File: src/rtl/apb_cmd_master.sv
// Single-outstanding APB3 requester: valid/ready command in, one-cycle response pulse out.
// Latency accept->rsp_valid is 3 edges + APB wait states; cmd_ready only in IDLE, response has no backpressure.
module apb_cmd_master #(
  parameter int TIMEOUT_CYCLES = 16
) (
  input  logic        pclk,
  input  logic        presetn,
  input  logic        cmd_valid,
  output logic        cmd_ready,
  input  logic        cmd_write,
  input  logic [31:0] cmd_addr,
  input  logic [31:0] cmd_wdata,
  output logic        rsp_valid,
  output logic [31:0] rsp_rdata,
  output logic        rsp_err,
  output logic        rsp_timeout,
  output logic [31:0] paddr,
  output logic [31:0] pwdata,
  output logic        pwrite,
  output logic        psel,
  output logic        penable,
  input  logic        pready,
  input  logic        pslverr,
  input  logic [31:0] prdata
);

  localparam int CW = (TIMEOUT_CYCLES > 0) ? $clog2(TIMEOUT_CYCLES + 1) : 1;
  localparam logic [CW-1:0] TO_LAST = CW'((TIMEOUT_CYCLES > 0) ? TIMEOUT_CYCLES - 1 : 0);

  typedef enum logic [1:0] {IDLE, SETUP, ACCESS} state_t;

  state_t        state;
  logic [CW-1:0] wait_cnt;
  logic          timeout_hit;

  assign cmd_ready = (state == IDLE);

  // Abort on the edge that would complete the Nth consecutive not-ready ACCESS cycle.
  assign timeout_hit = (TIMEOUT_CYCLES != 0) && (wait_cnt == TO_LAST);

  always_ff @(posedge pclk or negedge presetn) begin
    if (!presetn) begin
      state       <= IDLE;
      wait_cnt    <= '0;
      paddr       <= '0;
      pwdata      <= '0;
      pwrite      <= 1'b0;
      psel        <= 1'b0;
      penable     <= 1'b0;
      rsp_valid   <= 1'b0;
      rsp_err     <= 1'b0;
      rsp_timeout <= 1'b0;
      rsp_rdata   <= '0;
    end else begin
      rsp_valid   <= 1'b0;
      rsp_err     <= 1'b0;
      rsp_timeout <= 1'b0;
      rsp_rdata   <= '0;
      case (state)
        IDLE: begin
          if (cmd_valid) begin
            if (cmd_addr[1:0] != 2'b00) begin
              rsp_valid <= 1'b1;
              rsp_err   <= 1'b1;
            end else begin
              paddr    <= cmd_addr;
              pwdata   <= cmd_wdata;
              pwrite   <= cmd_write;
              psel     <= 1'b1;
              wait_cnt <= '0;
              state    <= SETUP;
            end
          end
        end
        SETUP: begin
          penable <= 1'b1;
          state   <= ACCESS;
        end
        ACCESS: begin
          if (pready) begin
            psel      <= 1'b0;
            penable   <= 1'b0;
            state     <= IDLE;
            rsp_valid <= 1'b1;
            rsp_err   <= pslverr;
            rsp_rdata <= (!pwrite && !pslverr) ? prdata : 32'h0;
          end else if (timeout_hit) begin
            psel        <= 1'b0;
            penable     <= 1'b0;
            state       <= IDLE;
            rsp_valid   <= 1'b1;
            rsp_err     <= 1'b1;
            rsp_timeout <= 1'b1;
          end else begin
            wait_cnt <= wait_cnt + 1'b1;
          end
        end
        default: begin
          psel    <= 1'b0;
          penable <= 1'b0;
          state   <= IDLE;
        end
      endcase
    end
  end

endmodule

File: config.mk
export PLATFORM = sky130hd
export DESIGN_NAME = apb_cmd_master
export DESIGN_NICKNAME = d
export VERILOG_FILES = /design/src/rtl/apb_cmd_master.sv
export SDC_FILE = /design/constraint.sdc
export NUM_CORES = 1
export LEC_CHECK = 0
export BUFFER_PORTS_ARGS = -buffer_cell sky130_fd_sc_hd__clkbuf_2
export CORE_ASPECT_RATIO = 1.4
export CORE_UTILIZATION = 41
export DETAILED_ROUTE_END_ITERATION = 12
export GPL_ROUTABILITY_DRIVEN = 1
export PLACE_DENSITY = 0.76
export SYNTH_ARGS = -nofsm -noshare
export SYNTH_HDL_FRONTEND = slang
export SYNTH_SLANG_ARGS = --single-unit
export TNS_END_PERCENT = 1
File: constraint.sdc
create_clock -name pclk -period 1.94 [get_ports pclk]
set_clock_uncertainty 0.05 [all_clocks]
set_input_delay 0.388 -clock pclk [delete_from_list [all_inputs] [get_ports pclk]]
set_output_delay 0.388 -clock pclk [all_outputs]
set_load 0.005 [all_outputs]
==> metrics.csv, run 1 <==
stage,metric,value,unit
floorplan,initial_utilization,0.425,
clock_network,cts_buffers,9,
cells_and_area,finalNetCount,579,
yosys,ys_ff_latch,109,
detailed_routing,drc,0,
placed_design,dpl_cell_area,0.00527,mm^2
clock_network,hold_buffers,0,
placed_design,dpl.cell_count,595,
cells_and_area,fin_util,0.588,
power,p_sw,1.40,mW
sta,fin_crit,1.88,ns
sta,max_freq,0.533,GHz
grt,grt_antenna_before_repair,0,
critical_path,r2r-end,wait_cnt[2],
floorplan,die_h,120,um
yosys,synth_cells,264,
clock_network,post-cts-setup-buffers,0,
placed_design,finalWeightedCongestion,0.734,
flow_run,max_cap_viol_count,0,
cells_and_area,fin_area,0.00563,mm^2
detailed_routing,drtIter0Drc,79,
grt,grt_pass1_wl,13300,um
placed_design,hpwl,6290,um
cells_and_area,antenna_cells,0,
yosys,seq_area_frac_synth,0.671,
clock_network,cts_max_level,3,
sta,worstMarginPinSlew,0.579,ns
detailed_routing,dr.pass1.iters,4,
critical_path,crit_path_end_kind,flip-flop,
sta,period_share,0.967,
min_path,min_path_type,in2async,
cells_and_area,multi_input_area,0.00129,mm^2
critical_path,rr_startpoint,wait_cnt[1],
placed_design,port_buffers,204,
clock_network,root_buffer,clkbuf_16,
power,ir_drop,558,uV
clock_network,cts_tree,yes,
power,pwr-share-comb,0.181,
power,p_sw_frac,0.239,
power,power.density,1040,mW/mm^2
placed_design,preCtsSetupSlack,-0.0802,ns
critical_path,worst-r2r-cell-count,6,
cells_and_area,layout_common_cells,"203 x clkbuf_2, 109 x dfrtp_1, 67 x mux2_2",
clock_network,cts_sinks,109,
critical_path,r2r_slack,0.06,ns
detailed_routing,via_per_inst,4.68,
grt,grt.overflow.total,0,
critical_path,startpoint_type,flip-flop,
grt,grt_usage,0.168,
yosys,yosysTopAreaCellShare,0.671,
sta,fin_ws,0.0639,ns
detailed_routing,via_count,2860,
cells_and_area,final_common_cell,clkbuf_2,
detailed_routing,totalWireLength,8380,um
floorplan,core.rowCount,42,
power,p_leak,2.93,nW
critical_path,crit_required,2.12,ns
clock_network,cts.clk_slew.worst_paths,0.07,ns
cells_and_area,area_delta_synth_final,38.3,%
critical_path,critPathLaunch,wait_cnt[1],
sta,final_hold_viol_count,0,
critical_path,path_class,reg2reg,
detailed_routing,ant_nets,0,
power,clock_power_share,0.332,
cells_and_area,drive_above_1_share,0.624,
detailed_routing,wl_per_cell,13.7,um
power,seq_power_share,0.487,
grt,grt_max_degree,110,
sta,timing.hold.ws,0.0417,ns
sta,final-max-slew-violation-count,0,
run_status,status,finished clean,
floorplan,die_width,86.2,um
clock_network,cts_buffer_depth,2,
sta,relSlewSlack,0.614,
clock_network,insertion_delay,0.33,ns
yosys,syn_nets,369,
yosys,synth_area_leader_cell,dfrtp_1,
sta,rsz0062_at_grt,no,
critical_path,crit_arrival,2.05,ns
sta,setup_viol,0,
critical_path,crit_path_max_fanout,6,
cells_and_area,regArea,0.00273,mm^2
yosys,syn_area,0.00407,mm^2
grt,grt_pass1_vias,2920,
floorplan,core_area,0.00956,mm^2
floorplan,pin_count,205,
floorplan,dieArea,0.0103,mm^2
cells_and_area,fillers,788,
yosys,postSynthAreaPerCell,15.4,um^2
yosys,synth.area.top_cells,"dfrtp_1 67%, mux2_2 19%, and2_1 4.9%, ha_1 0.92%, a22o_1 0.86%",
yosys,yosysWarningCount,0,
cells_and_area,stdcell_count,611,
yosys,synth.distinct_cells,27,
power,p_int,4.45,mW
## cells in the mapped netlist, drive strengths merged
master	instances
o21a	2
a211o	1
and3	2
buf	7
nor2	4
nor4b	2
nor4bb	1
inv	3
o41ai	1
dfrtp	109
a21oi	3
or4	1
clkbuf	6
a22o	4
nand2b	2
nor2b	3
nand2	3
nor3b	1
o41a	1
and2	32
ha	3
mux2	67
nor3	2
o21ai	4
## logic make-up (layout without fill, tap and decap cells)
kind of cell / count (synthesis) / in the layout / synth area share
mux: 67 / 67 / 0.185
buf+inv: 16 / 231 / 0.0221
compound gates: 16 / 16 / 0.0280
flops: 109 / 109 / 0.671
simple gates: 53 / 53 / 0.0846
fa+ha+maj: 3 / 3 / 0.00923
## worst max-delay path: stages (launching register included)
cell,delay [ns]
dfrtp_1,0.40
ha_1,0.21
and3_4,0.20
ha_4,0.18
nor3b_4,0.20
mux2_2,0.35
a22o_1,0.18
## layer usage
layer  track usage  wire, um  vias to the layer above
met5             0         0                        -
met4        0.0708       208                        0
met3        0.0571       672                       19
met2         0.300      4430                      144
met1         0.178      3070                     1374
li1              -         -                     1323
## final cells by class
type                            instances  share of cell area
Clock inverter                          5              0.0147
Tap cell                              132              0.0294
Inverter                                3             0.00200
Multi-Input combinational cell        139               0.229
Clock buffer                           11              0.0431
Sequential cell                       109               0.485
Timing Repair Buffer                  212               0.197
## state kept, by name, indices dropped and copies added (netlist names), 2 cells and up
register / count
paddr: 32
pwdata: 32
rsp_rdata: 32
state: 2
wait_cnt: 5
## how the worst max path moves through the flow
stage                        to  slack [ns]  depth (start not counted)
floorplan           wait_cnt[2]        0.07                          6
global placement    wait_cnt[2]        0.04                          6
detailed placement  wait_cnt[2]       -0.08                          6
CTS                 wait_cnt[2]        0.04                          6
global route        wait_cnt[2]       0.001                          6
finish              wait_cnt[2]        0.06                          6
## per-stage QoR
step                TNS (ns)  power, mW
finish                     0       5.85
global route               0       6.15
CTS                        0       5.94
detailed placement   -0.0802       3.97
global placement           0       3.91
floorplan                  0       3.33
## power by group through the flow
stage	registers [mW]	logic (mW)	clock network (mW)
after global placement	2.87	1.04	0
after global routing	2.89	1.17	2.09
after CTS	2.85	1.08	2.01
after detailed placement	2.90	1.08	0
after floorplan	2.90	0.425	0
final	2.85	1.06	1.94
## timing repair
item                       in CTS  in global routing
gates resized for setup         2                  3
setup endpoints to repair       1                  1
pin swaps                       0                  1
No activity file was read; power rests on OpenSTA's default activity.
==> inputs of run 2 (changes only) <==
--- a/config.mk
+++ b/config.mk
@@ -11,6 +11,7 @@
 export DETAILED_ROUTE_END_ITERATION = 12
 export GPL_ROUTABILITY_DRIVEN = 1
 export PLACE_DENSITY = 0.76
+export REMOVE_ABC_BUFFERS = 1
 export SYNTH_ARGS = -nofsm -noshare
 export SYNTH_HDL_FRONTEND = slang
 export SYNTH_SLANG_ARGS = --single-unit
==> run 2 against run 1 <==
  * Cell count grew 0.49%
  * Critical path depth is the same
  * Power shrank 2.2%
  * Setup slack lost 0.028 ns
  * Non-clock buffer count grew 3
  * Clock-buffer cell count shrank 1
  * Clock power shrank 6%
  * Sequential share of layout area is essentially flat
  * Critical endpoint unchanged
==> metrics.csv, run 2 (synthesis results as in run 1) <==
stage,metric,value,unit,change
critical_path,crit_path_end_kind,flip-flop,,unchanged
placed_design,dpl.cell_count,597,,was 595
sta,final-max-slew-violation-count,0,,unchanged
detailed_routing,wl_per_cell,13.9,um,was 13.7 um
grt,grt.overflow.total,0,,unchanged
power,power.density,1020,mW/mm^2,was 1040 mW/mm^2
floorplan,die_h,120,um,unchanged
detailed_routing,top_layer,met4,,unchanged
sta,fin_ws,0.0355,ns,was 0.0639 ns
cells_and_area,stdcell_count,614,,was 611
run_status,status,finished clean,,unchanged
clock_network,insertion_delay,0.34,ns,was 0.33 ns
detailed_routing,dr.pass1.iters,4,,unchanged
cells_and_area,final_common_cell,clkbuf_2,,unchanged
clock_network,root_buffer,clkbuf_16,,unchanged
sta,timing.hold.ws,0.192,ns,was 0.0417 ns
critical_path,path_class,reg2reg,,unchanged
floorplan,pin_count,205,,unchanged
placed_design,finalWeightedCongestion,0.760,,was 0.734
clock_network,cts_buffer_depth,2,,unchanged
clock_network,cts_tree,yes,,unchanged
critical_path,crit_required,2.12,ns,about the same
floorplan,die_width,86.2,um,unchanged
cells_and_area,area_delta_synth_final,38.3,%,about the same
critical_path,max_stage_delay,0.41,ns,was 0.40 ns
placed_design,port_buffers,204,,unchanged
critical_path,slowest_stage,dfrtp_1,,unchanged
sta,finalSetupTns,0,ns,unchanged
detailed_routing,via_per_inst,4.65,,was 4.68
grt,grt_pass1_wl,13600,um,was 13300 um
flow_run,max_cap_viol_count,0,,unchanged
detailed_routing,drtIter0Drc,79,,unchanged
cells_and_area,layout_common_cells,"203 x clkbuf_2, 109 x dfrtp_1, 67 x mux2_2",,unchanged
sta,period_share,0.982,,was 0.967
sta,final_hold_viol_count,0,,unchanged
detailed_routing,wl_met2,4350,um,was 4430 um
placed_design,preCtsSetupSlack,-0.0371,ns,was -0.0802 ns
detailed_routing,wl_met3,767,um,was 672 um
clock_network,post-cts-setup-buffers,0,,unchanged
grt,grt_usage,0.172,,was 0.168
floorplan,dieArea,0.0103,mm^2,unchanged
critical_path,path_buf_inv,0,,unchanged
critical_path,crit_path_max_fanout,4,,was 6
cells_and_area,fillers,818,,was 788
power,p_leak,2.94,nW,was 2.93 nW
clock_network,cts_max_level,3,,unchanged
floorplan,core.rowCount,42,,unchanged
placed_design,dpl_cell_area,0.00530,mm^2,was 0.00527 mm^2
grt,grt_max_degree,64,,was 110
grt,grt_pass1_vias,2923,,was 2920
clock_network,cts.clk_slew.worst_paths,0.07,ns,about the same
power,ir_drop,509,uV,was 558 uV
grt,grt_antenna_before_repair,0,,unchanged
floorplan,initial_utilization,0.425,,unchanged
clock_network,cts_buffers,9,,unchanged
sta,max_freq,0.525,GHz,was 0.533 GHz
clock_network,cts_sinks,109,,unchanged
sta,fin_crit,1.90,ns,was 1.88 ns
cells_and_area,drive_above_1_share,0.627,,was 0.624
critical_path,startpoint_type,flip-flop,,unchanged
cells_and_area,finalNetCount,582,,was 579
detailed_routing,via_count,2855,,was 2860
cells_and_area,antenna_cells,0,,unchanged
detailed_routing,ant_nets,0,,unchanged
critical_path,cp_top_family,adder cells,,was flip-flops
sta,relSlewSlack,0.761,,was 0.614
critical_path,crit_arrival,2.09,ns,was 2.05 ns
placed_design,hpwl,6460,um,was 6290 um
detailed_routing,totalWireLength,8520,um,was 8380 um
detailed_routing,drc,0,,unchanged
floorplan,core_area,0.00956,mm^2,unchanged
cells_and_area,reg_top3,"paddr (32), pwdata (32), rsp_rdata (32)",,unchanged
sta,worstMarginPinSlew,0.358,ns,was 0.579 ns
detailed_routing,drt-met1-wl,3140,um,was 3070 um
cells_and_area,fin_area,0.00562,mm^2,was 0.00563 mm^2
sta,setup_viol,0,,unchanged
critical_path,crit_chain,"ha_1, and3_1, ha_2, nor3b_2, mux2_2, a22o_1",,"was ha_1, and3_4, ha_4, nor3b_4, mux2_2, a22o_1"
sta,rsz0062_at_grt,yes,,was no
min_path,min_path_type,in2reg,,was in2async
==> run 2: where the power goes <==
group	leakage, nW	switching (mW)	internal [mW]
sequential	1.38	0.197	2.64
clock	0.143	0.809	1.01
combinational	1.42	0.419	0.640
==> run 2: final timing paths <==
kind | startpoint | endpoint | slack (ns) | cells after the start
worst min register to register | penable | penable | 0.44 | 1
worst max-delay path | wait_cnt[1] | wait_cnt[2] | 0.04 | 6
worst min-delay path | prdata[15] | rsp_rdata[15] | 0.19 | 2
worst max register to register | wait_cnt[1] | wait_cnt[2] | 0.04 | 6
min in group asynchronous | presetn | paddr[19] | 0.42 | 2
max in group asynchronous | presetn | wait_cnt[4] | 0.88 | 3
==> run 2: final cells by class <==
type                    instances  area, um^2  share of cell area
clock buffers                  10         229              0.0407
clock inverters                 6        72.6              0.0129
inverters                       3        11.3             0.00200
multi-input cells             139        1270               0.226
flip-flops and latches        109        2730               0.485
well taps                     132         165              0.0294
repair buffers                215        1150               0.204
==> run 2: through the flow <==
stage          total power [mW]  utilization
3_3_place_gp               3.91        0.554
4_1_cts                    5.82        0.587
3_5_place_dp               3.97        0.554
6_report                   5.72        0.588
5_1_grt                    6.04        0.588
2_1_floorplan              3.32            -
==> run 2: metal layers <==
metal / vias up / track usage
li1: 1325 / -
met1: 1361 / 0.185
met2: 147 / 0.292
met3: 22 / 0.0612
met4: 0 / 0.0896
met5: - / 0
==> run 2: timing repair <==
| item | 4_1_cts | 5_1_grt |
|---|---|---|
| resized for setup | 1 | 4 |
| endpoints found under the hold margin | 18 | 0 |
| hold buffers | 1 | 0 |
| setup endpoints to repair | 1 | 4 |
